File: config.mk
export PLATFORM = sky130hd
export DESIGN_NAME = row_max_sub
export DESIGN_NICKNAME = d
export VERILOG_FILES = /design/src/rtl/row_max_sub.sv
export SDC_FILE = /design/constraint.sdc
export NUM_CORES = 2
export LEC_CHECK = 0
export CAP_MARGIN = 10
export CORE_MARGIN = 10
export CORE_UTILIZATION = 64
export DETAILED_ROUTE_END_ITERATION = 6
export PLACE_DENSITY = 0.87
export SETUP_SLACK_MARGIN = 0.1
export SYNTH_ARGS = -nofsm -noshare
export SYNTH_HDL_FRONTEND = slang
export SYNTH_SLANG_ARGS = --single-unit
File: constraint.sdc
create_clock -name I_CLK -period 62.2 [get_ports I_CLK]
set_input_delay 9.33 -clock I_CLK [delete_from_list [all_inputs] [get_ports I_CLK]]
set_output_delay 9.33 -clock I_CLK [all_outputs]
set_load 0.05 [all_outputs]
File: src/rtl/row_max_sub.sv
// ---------------------------------------------------------------------------
// row_max_sub
// Buffers one row of BEATS x 16 signed elements while tracking the running
// signed maximum, then replays the row with every element reduced by the row
// maximum (saturated at the most negative D_W-bit value).
//
// Ports
//   I_CLK    : clock, all state updates on the rising edge
//   I_RST_N  : synchronous active-low reset
//   I_VALID  : upstream beat valid
//   O_READY  : block accepts an upstream beat (LOAD state)
//   I_DATA   : upstream beat, 16 signed D_W-bit lanes
//   O_VALID  : output beat valid (EMIT state)
//   I_READY  : downstream ready
//   O_DATA   : element minus row maximum, 16 signed lanes, zero outside EMIT
//   O_MAX    : current max register (running in LOAD, final in EMIT)
//   O_LAST   : final output beat of the row
// ---------------------------------------------------------------------------
module row_max_sub #(
    parameter int D_W   = 16,
    parameter int BEATS = 4
) (
    input  logic                  I_CLK,
    input  logic                  I_RST_N,
    input  logic                  I_VALID,
    output logic                  O_READY,
    input  logic [0:15][D_W-1:0]  I_DATA,
    output logic                  O_VALID,
    input  logic                  I_READY,
    output logic [0:15][D_W-1:0]  O_DATA,
    output logic [D_W-1:0]        O_MAX,
    output logic                  O_LAST
);

    localparam int IDX_W = (BEATS > 1) ? $clog2(BEATS) : 1;
    localparam logic [IDX_W-1:0] LAST_IDX = IDX_W'(BEATS - 1);
    localparam logic [D_W-1:0]   MIN_VAL  = {1'b1, {(D_W-1){1'b0}}};

    typedef enum logic {
        ST_LOAD = 1'b0,
        ST_EMIT = 1'b1
    } state_t;

    state_t                 state_q;
    logic [IDX_W-1:0]       wr_idx_q;
    logic [IDX_W-1:0]       rd_idx_q;
    logic [D_W-1:0]         max_q;
    logic [D_W-1:0]         beat_max_d;
    logic [0:15][D_W-1:0]   buf_q [BEATS];

    // Signed maximum of two elements.
    function automatic logic [D_W-1:0] smax(input logic [D_W-1:0] a,
                                            input logic [D_W-1:0] b);
        if ($signed(a) > $signed(b)) begin
            smax = a;
        end else begin
            smax = b;
        end
    endfunction

    // a - m in D_W+1 bits, clamped to the most negative D_W-bit value.
    // m is always >= a, so the result is never positive.
    function automatic logic [D_W-1:0] sat_sub(input logic [D_W-1:0] a,
                                               input logic [D_W-1:0] m);
        logic signed [D_W:0] diff;
        diff = $signed({a[D_W-1], a}) - $signed({m[D_W-1], m});
        if (diff < $signed({1'b1, MIN_VAL})) begin
            sat_sub = MIN_VAL;
        end else begin
            sat_sub = diff[D_W-1:0];
        end
    endfunction

    // Running maximum including the beat currently on I_DATA.
    always_comb begin
        beat_max_d = max_q;
        for (int i = 0; i < 16; i++) begin
            beat_max_d = smax(beat_max_d, I_DATA[i]);
        end
    end

    // Control FSM: indices, max register and LOAD/EMIT sequencing.
    always_ff @(posedge I_CLK) begin
        if (!I_RST_N) begin
            state_q  <= ST_LOAD;
            wr_idx_q <= '0;
            rd_idx_q <= '0;
            max_q    <= MIN_VAL;
        end else begin
            case (state_q)
                ST_LOAD: begin
                    if (I_VALID) begin
                        max_q <= beat_max_d;
                        if (wr_idx_q == LAST_IDX) begin
                            state_q  <= ST_EMIT;
                            wr_idx_q <= '0;
                            rd_idx_q <= '0;
                        end else begin
                            wr_idx_q <= wr_idx_q + 1'b1;
                        end
                    end
                end
                ST_EMIT: begin
                    if (I_READY) begin
                        if (rd_idx_q == LAST_IDX) begin
                            state_q  <= ST_LOAD;
                            rd_idx_q <= '0;
                            max_q    <= MIN_VAL;
                        end else begin
                            rd_idx_q <= rd_idx_q + 1'b1;
                        end
                    end
                end
                default: begin
                    state_q  <= ST_LOAD;
                    wr_idx_q <= '0;
                    rd_idx_q <= '0;
                    max_q    <= MIN_VAL;
                end
            endcase
        end
    end

    // Row buffer; contents need no reset since they are always rewritten
    // before being read.
    always_ff @(posedge I_CLK) begin
        if (state_q == ST_LOAD && I_VALID) begin
            buf_q[wr_idx_q] <= I_DATA;
        end
    end

    // Output data: max-subtracted elements during EMIT, zeros otherwise.
    always_comb begin
        O_DATA = '0;
        if (state_q == ST_EMIT) begin
            for (int i = 0; i < 16; i++) begin
                O_DATA[i] = sat_sub(buf_q[rd_idx_q][i], max_q);
            end
        end else begin
            O_DATA = '0;
        end
    end

    // Handshake flags decode directly from the state register.
    assign O_READY = (state_q == ST_LOAD);
    assign O_VALID = (state_q == ST_EMIT);
    assign O_LAST  = (state_q == ST_EMIT) && (rd_idx_q == LAST_IDX);
    assign O_MAX   = max_q;

endmodule
After elaboration in Yosys (flattened, before gate mapping)
Memories as Yosys holds them, arrays and structs flattened. A register that Yosys moved wholly into a read port is not among the register bits.
Index checks and enable logic that the tools add are counted.
{"block": "word_totals", "mem_count": 1, "mem_bits_rw": 1024, "elab_cells": 119, "register_bits": 21}
{"name": "buf_q", "words": 4, "word_bits": 256, "rd": 1, "rd_ports_with_merged_regs": 1, "write_ports": 1, "line": "49", "text": "logic [0:15][D_W-1:0] buf_q [BEATS];"}
{"block": "op_classes", "eq_ne": 6, "muxes": 52, "reduce_logical": 5, "addsub": 18, "order_cmp": 32, "bitwise": 1}
{"cell": "16-bit 2-to-1 mux", "n": 35}
{"cell": "17-bit by 16-bit less-than comparator with 1-bit output, second input constant", "n": 16}
{"cell": "16-bit by 16-bit subtractor with 17-bit output", "n": 16}
{"cell": "16-bit greater-than comparator", "n": 16}
{"cell": "256-bit 2-to-1 mux", "n": 1}
{"cell": "16-bit one-hot mux with 2 select lines", "n": 1}
{"cell": "2-bit 2-to-1 mux", "n": 7}
{"cell": "1-bit 2-to-1 mux", "n": 6}
{"cell": "3-bit AND reduction", "n": 2}
{"cell": "2-bit by 1-bit adder with 2-bit output, second input constant", "n": 2}
{"cell": "2-bit == test, second input constant", "n": 2}
{"cell": "2-bit by 1-bit inequality test with 1-bit output, second input constant", "n": 2}
{"cell": "2-bit inequality test, second input constant", "n": 2}
{"cell": "2-bit one-hot mux with 2 select lines", "n": 1}
{"cell": "1-bit logical AND", "n": 2}
{"cell": "1-bit one-hot mux with 2 select lines", "n": 1}
{"cell": "2-bit AND reduction", "n": 1}
{"cell": "1-bit inverter", "n": 1}

Longest topological paths before layout
{"block": "logic_depth", "ltp_word": 34, "ltp_mapped": 175}

Worst setup path before layout
OpenSTA, ideal clock, no wires.
{"block": "synth_path", "path_kind": "input -> register", "from": "input port I_DATA[255] (netlist name)", "to": "register max_q[4] (netlist: O_MAX[4])", "setup_ns": 0.115, "path_slack_ns": 19.461, "path_stages": 169, "t_arrival_ns": 42.624, "n_path_buf": 28, "required_time_ns": 62.085, "cell_sequence": "inv_1 > ha_1 > nand4_2 > or4_1 > a21oi_2 > nor4b_2 > buf_2 > o31ai_1 > and2_1 > inv_1 > ha_1 > and4_1 > nand3_1 > a211o_1 > a31oi_2 > and2_1 > clkbuf_1 > buf_1 > [133 not listed] > a21oi_1 > a211oi_1 > buf_1 > clkbuf_1 > mux2_2 > ha_1 > a21o_1 > a21o_1 > a21oi_1 > o21ai_0 > a221oi_1 > a21oi_1 > a211oi_1 > nand2_1 > inv_1 > clkbuf_1 > nand3_1 > o21a_1"}
{"block": "synth_between", "elab_chain_len": 34}
{"element": "from (decl)", "line": "27", "text": "input logic [0:15][D_W-1:0] I_DATA,"}
{"element": "16-bit greater-than comparator", "line": "54", "text": "if ($signed(a) > $signed(b)) begin"}
{"element": "16-bit 2-to-1 mux (*)", "line": "54"}
{"element": "16-bit greater-than comparator", "line": "54"}
{"element": "16-bit 2-to-1 mux (*)", "line": "54"}
{"element": "16-bit greater-than comparator", "line": "54"}
{"element": "16-bit 2-to-1 mux (*)", "line": "54"}
{"element": "16-bit greater-than comparator", "line": "54"}
{"element": "16-bit 2-to-1 mux (*)", "line": "54"}
{"element": "[18 not listed]"}
{"element": "16-bit greater-than comparator", "line": "54"}
{"element": "16-bit 2-to-1 mux (*)", "line": "54"}
{"element": "16-bit greater-than comparator", "line": "54"}
{"element": "16-bit 2-to-1 mux (*)", "line": "54"}
{"element": "16-bit greater-than comparator", "line": "54"}
{"element": "16-bit 2-to-1 mux (*)", "line": "54"}
{"element": "16-bit 2-to-1 mux (*)", "line": "92", "text": "if (I_VALID) begin"}
{"element": "16-bit one-hot mux with 2 select lines (*)", "line": "90", "text": "case (state_q)"}
{"element": "to (signal assigned)", "line": "93", "text": "max_q <= beat_max_d;"}
{"element": "to (decl)", "line": "47", "text": "logic [D_W-1:0] max_q;"}
Mark *: on every way between the ends. The rest lies on a longest branch, timed or not. The select of a mux whose other input is x is not followed.
A chain may end at the register's enable or synchronous reset.

Worst setup path in the final report
{"block": "layout_path", "from": "input port I_DATA[255] (netlist name)", "to": "register max_q[7] (netlist: O_MAX[7])"}
Same word-level chain as after synthesis.

==> tab_implementation.tex <==
\begin{tabular}{lr}
\hline
Metric & Value \\
\hline
\multicolumn{2}{l}{\textbf{Finish}} \\
Finished layout cell area & 71200 sq um \\
Layout overhead on the synthesized area & 17.0\% \\
Fraction of final layout cells with drive strength greater than 1 & 0.106 \\
Fill cells & 5820 \\
Net count of the finished layout & 6262 \\
\multicolumn{2}{l}{\textbf{Detailed routing}} \\
First-pass DRT Iterations & 6 \\
Drt via density & 6.77 \\
DRC errors left & 0 \\
Antenna-violating nets left & 0 \\
Highest metal layer with signal wires & met5 \\
Met1 wire length & approximately 71000 um \\
Detailed router's first-iteration violation count & slightly above 6000 \\
Routed wl met3 & 26900 um \\
Met2 routed wirelength & between 90000 and 100000 um \\
Vias & $\sim$46000 \\
Final wirelength & 205000 um \\
WL/cell & 29.9 um \\
\multicolumn{2}{l}{\textbf{Worst setup path}} \\
Kind of launch point of the worst setup path & primary input \\
CP arrival & 47.56 ns \\
Most numerous cell on the critical path & ha\_1 \\
Highest fanout seen on the critical path & 60 \\
Data required time at the worst endpoint & 62.79 ns \\
Setup Crit Path Kind & primary input to register \\
Largest stage delay, worst path & 1.08 ns \\
Worst Setup End Kind & register \\
Slowest library cell on the worst path & a211oi\_2 \\
\multicolumn{2}{l}{\textbf{STA}} \\
Sum Neg Setup Slack & 0 ns \\
Worst slew slack as a fraction of its limit & 0.218 \\
Worst Max-Slew Pin Slew & 1.17 ns \\
Final Hold Fails & 0 \\
Worst Skew & roughly 0.035 ns \\
Final critical delay including setup and external delays & 46.97 ns \\
Post-route clock period utilization & 0.755 \\
RSZ-0062 raised after global routing & no \\
Highest clock frequency the design can meet & between 20 and 25 MHz \\
Count of endpoints failing setup in the final report & 0 \\
Max-slew violation total from the final report & 0 \\
\multicolumn{2}{l}{\textbf{Global routing}} \\
GRT overflow & 0 \\
Total global-route track usage & 0.371 \\
Initial antenna violation count & 32 \\
Number of global-route vias before repair & 45600 \\
Pin count of the biggest net entering global routing & between 100 and 150 \\
Global-route wire length before repair & 297000 um \\
\multicolumn{2}{l}{\textbf{Clocking}} \\
CTS tree & yes \\
Buffer levels on the longest clock path & 3 \\
Latest clock arrival within the worst-skew pair & 0.73 ns \\
Clock Tree Root & clkbuf\_16 \\
Reg clk slew, reported paths & $\sim$0.06 ns \\
Number of sinks on the clock net & 1047 \\
Number of resized instances in the post-cts repair step & 0 \\
Depth of the CTS H-tree & 3 \\
Total clock buffers created by CTS & between 100 and 150 \\
Buffers inserted by post-CTS timing repair & 0 \\
Count of hold-fix buffers inserted at cts & 0 \\
\multicolumn{2}{l}{\textbf{Flow run}} \\
MaxCap Viol Count & 0 \\
\multicolumn{2}{l}{\textbf{Logic synthesis}} \\
Cell area after technology mapping & 60800 sq um \\
Share of synthesized registers carrying an async set or reset & 0 \\
Yosys warns & 0 \\
Synth Instances & around 4900 \\
Number of storage elements in the synthesis netlist & 1047 \\
Count of flip-flops with a built-in enable after synthesis & 1024 \\
Mean post-synth cell area & 12.3 sq um \\
Number of distinct library cells after synthesis & 85 \\
Top flip-flop cell by instance count after synthesis & edfxtp\_1 \\
Proportion of synthesized chip area in sequential cells & 0.513 \\
Net Count, Synth & 5722 \\
\multicolumn{2}{l}{\textbf{Die}} \\
Initial core utilization & 0.642 \\
X dimension of the die & 328 um \\
Placeable Area & approximately 95000 sq um \\
Total I/O pin count & 535 \\
Area of the die & between 100000 and 150000 sq um \\
Chip height & 328 um \\
Number of rows created at floorplan & 113 \\
\multicolumn{2}{l}{\textbf{Hold path}} \\
Tightest Hold Check Type & register to register \\
\multicolumn{2}{l}{\textbf{Placed design}} \\
Port-buffer cells & 534 \\
Global placement routability congestion & 1.01 \\
Half-perimeter wire length of the detailed placement result & 143000 um \\
Placed cell area & a little under 70000 sq um \\
\multicolumn{2}{l}{\textbf{Run status}} \\
Run status & completed \\
\hline
\end{tabular}
critical path, delay by kind of cell:
family          cells  cell delay (ns)
compound gates     73            16.66
fa+ha+maj          16             4.81
simple gates       43            10.63
mux                 2             0.84
buf+inv            19             5.14
cells in the mapped netlist (11+ instances only):
cell,instances,area [sq um]
o21bai_1,39,293
and2_1,54,338
nor4b_1,17,149
or3_1,11,68.8
nand2_1,328,1230
o21a_1,73,548
or2_2,11,68.8
and3_1,40,250
inv_1,436,1640
a21o_1,98,736
xor2_1,53,464
a211oi_1,51,383
buf_1,48,180
xnor2_1,95,832
nor2_1,363,1360
a21boi_0,16,120
a21oi_1,269,1350
nor2b_1,64,400
o21ai_0,182,911
nor3_1,123,616
mux2i_1,16,160
clkbuf_1,97,364
a31oi_1,51,319
o221ai_1,16,140
o211ai_1,49,368
dfxtp_1,23,460
edfxtp_1,1024,30700
o21ai_1,20,100
a22o_1,14,123
nand3_1,96,480
ha_1,517,6470
a31o_2,13,114
mux4_2,256,5770
nand2b_1,60,375
fa_1,16,320
nor3b_1,13,97.6
o41ai_1,15,131
nand4_1,36,225
o31ai_1,39,293
mux2_2,30,338
logic make-up (layout without fill, tap and decap cells):
family / after synthesis / after routing / synth area share
compound gates: 1046 / 1046 / 0.115
xor+xnor: 148 / 148 / 0.0213
fa+ha+maj: 533 / 533 / 0.112
buf+inv: 592 / 1219 / 0.0369
flops: 1047 / 1047 / 0.513
mux: 303 / 303 / 0.103
other cells: 0 / 34 / 0
simple gates: 1260 / 1260 / 0.0991
layout make-up:
class	instances	area, sq um	share of cell area
Antenna cell	34	85.1	0.00119
Clock buffer	131	2780	0.0390
Clock inverter	61	637	0.00894
Inverter	437	1650	0.0231
Multi-Input combinational cell	3290	27500	0.385
Sequential cell	1047	31200	0.438
Tap cell	1265	1580	0.0222
Timing Repair Buffer	590	5820	0.0817
per-layer routing:
metal  GRT usage  vias to the layer above
li1            -                    19900
met1       0.471                    22300
met2       0.567                     3452
met3       0.101                      724
met4       0.222                        8
met5           0                        -
through the flow:
| stage | std cells | hold WS [ns] | utilization | setup slack [ns] |
|---|---|---|---|---|
| 2_1_floorplan | 4929 | 0.478 | - | 19.46 |
| 5_1_grt | 6844 | 0.596 | 0.752 | 12.70 |
| 6_report | 6855 | 0.581 | 0.752 | 15.23 |
| 3_3_place_gp | 6628 | 0.489 | 0.715 | 16.28 |
| 3_5_place_dp | 6628 | 0.525 | 0.715 | 15.44 |
| 4_1_cts | 6820 | 0.560 | 0.751 | 16.04 |
flip-flops by register name (all words and copies together) (netlist names), named ones only:
name,flops
O_VALID,1
buf_q,1024
wr_idx_q,2
rd_idx_q,2
O_MAX,16
worst paths after layout:
path / from / end / slack [ns] / depth (start not counted)
setup / recovery: I_DATA[255] / O_MAX[7]$_SDFFE_PN0P_ / 15.23 / 153
hold / removal: rd_idx_q[1]$_SDFFE_PN0P_ / register / 0.58 / 2
setup reg to reg: O_MAX[15]$_SDFFE_PN1P_ / O_MAX[7]$_SDFFE_PN0P_ / 24.03 / 151
hold reg to reg: rd_idx_q[1]$_SDFFE_PN0P_ / register / 0.58 / 2
cells in the final DEF, fill, tap and decap left out, types with 23 or more instances in the layout:
master	Yosys	routed
edfxtp_1	1024	1024
clkdlybuf4s50_1	0	534
ha_1	517	517
inv_1	436	419
nor2_1	363	363
nand2_1	328	328
a21oi_1	269	269
mux4_2	256	256
o21ai_0	182	182
nor3_1	123	123
clkbuf_16	0	107
a21o_1	98	98
nand3_1	96	96
xnor2_1	95	95
o21a_1	73	73
nor2b_1	64	64
nand2b_1	60	60
xor2_1	53	53
buf_4	2	52
and2_1	54	51
a31oi_1	51	50
o211ai_1	49	49
a211oi_1	51	49
and3_1	40	39
o21bai_1	39	39
o31ai_1	39	38
nand4_1	36	36
diode_2	0	34
mux2_2	30	30
clkinv_1	0	27
clkbuf_1	97	23
Power is not shown: default switching activity piles up to over one toggle a cycle in this logic, so the estimate is an artifact.
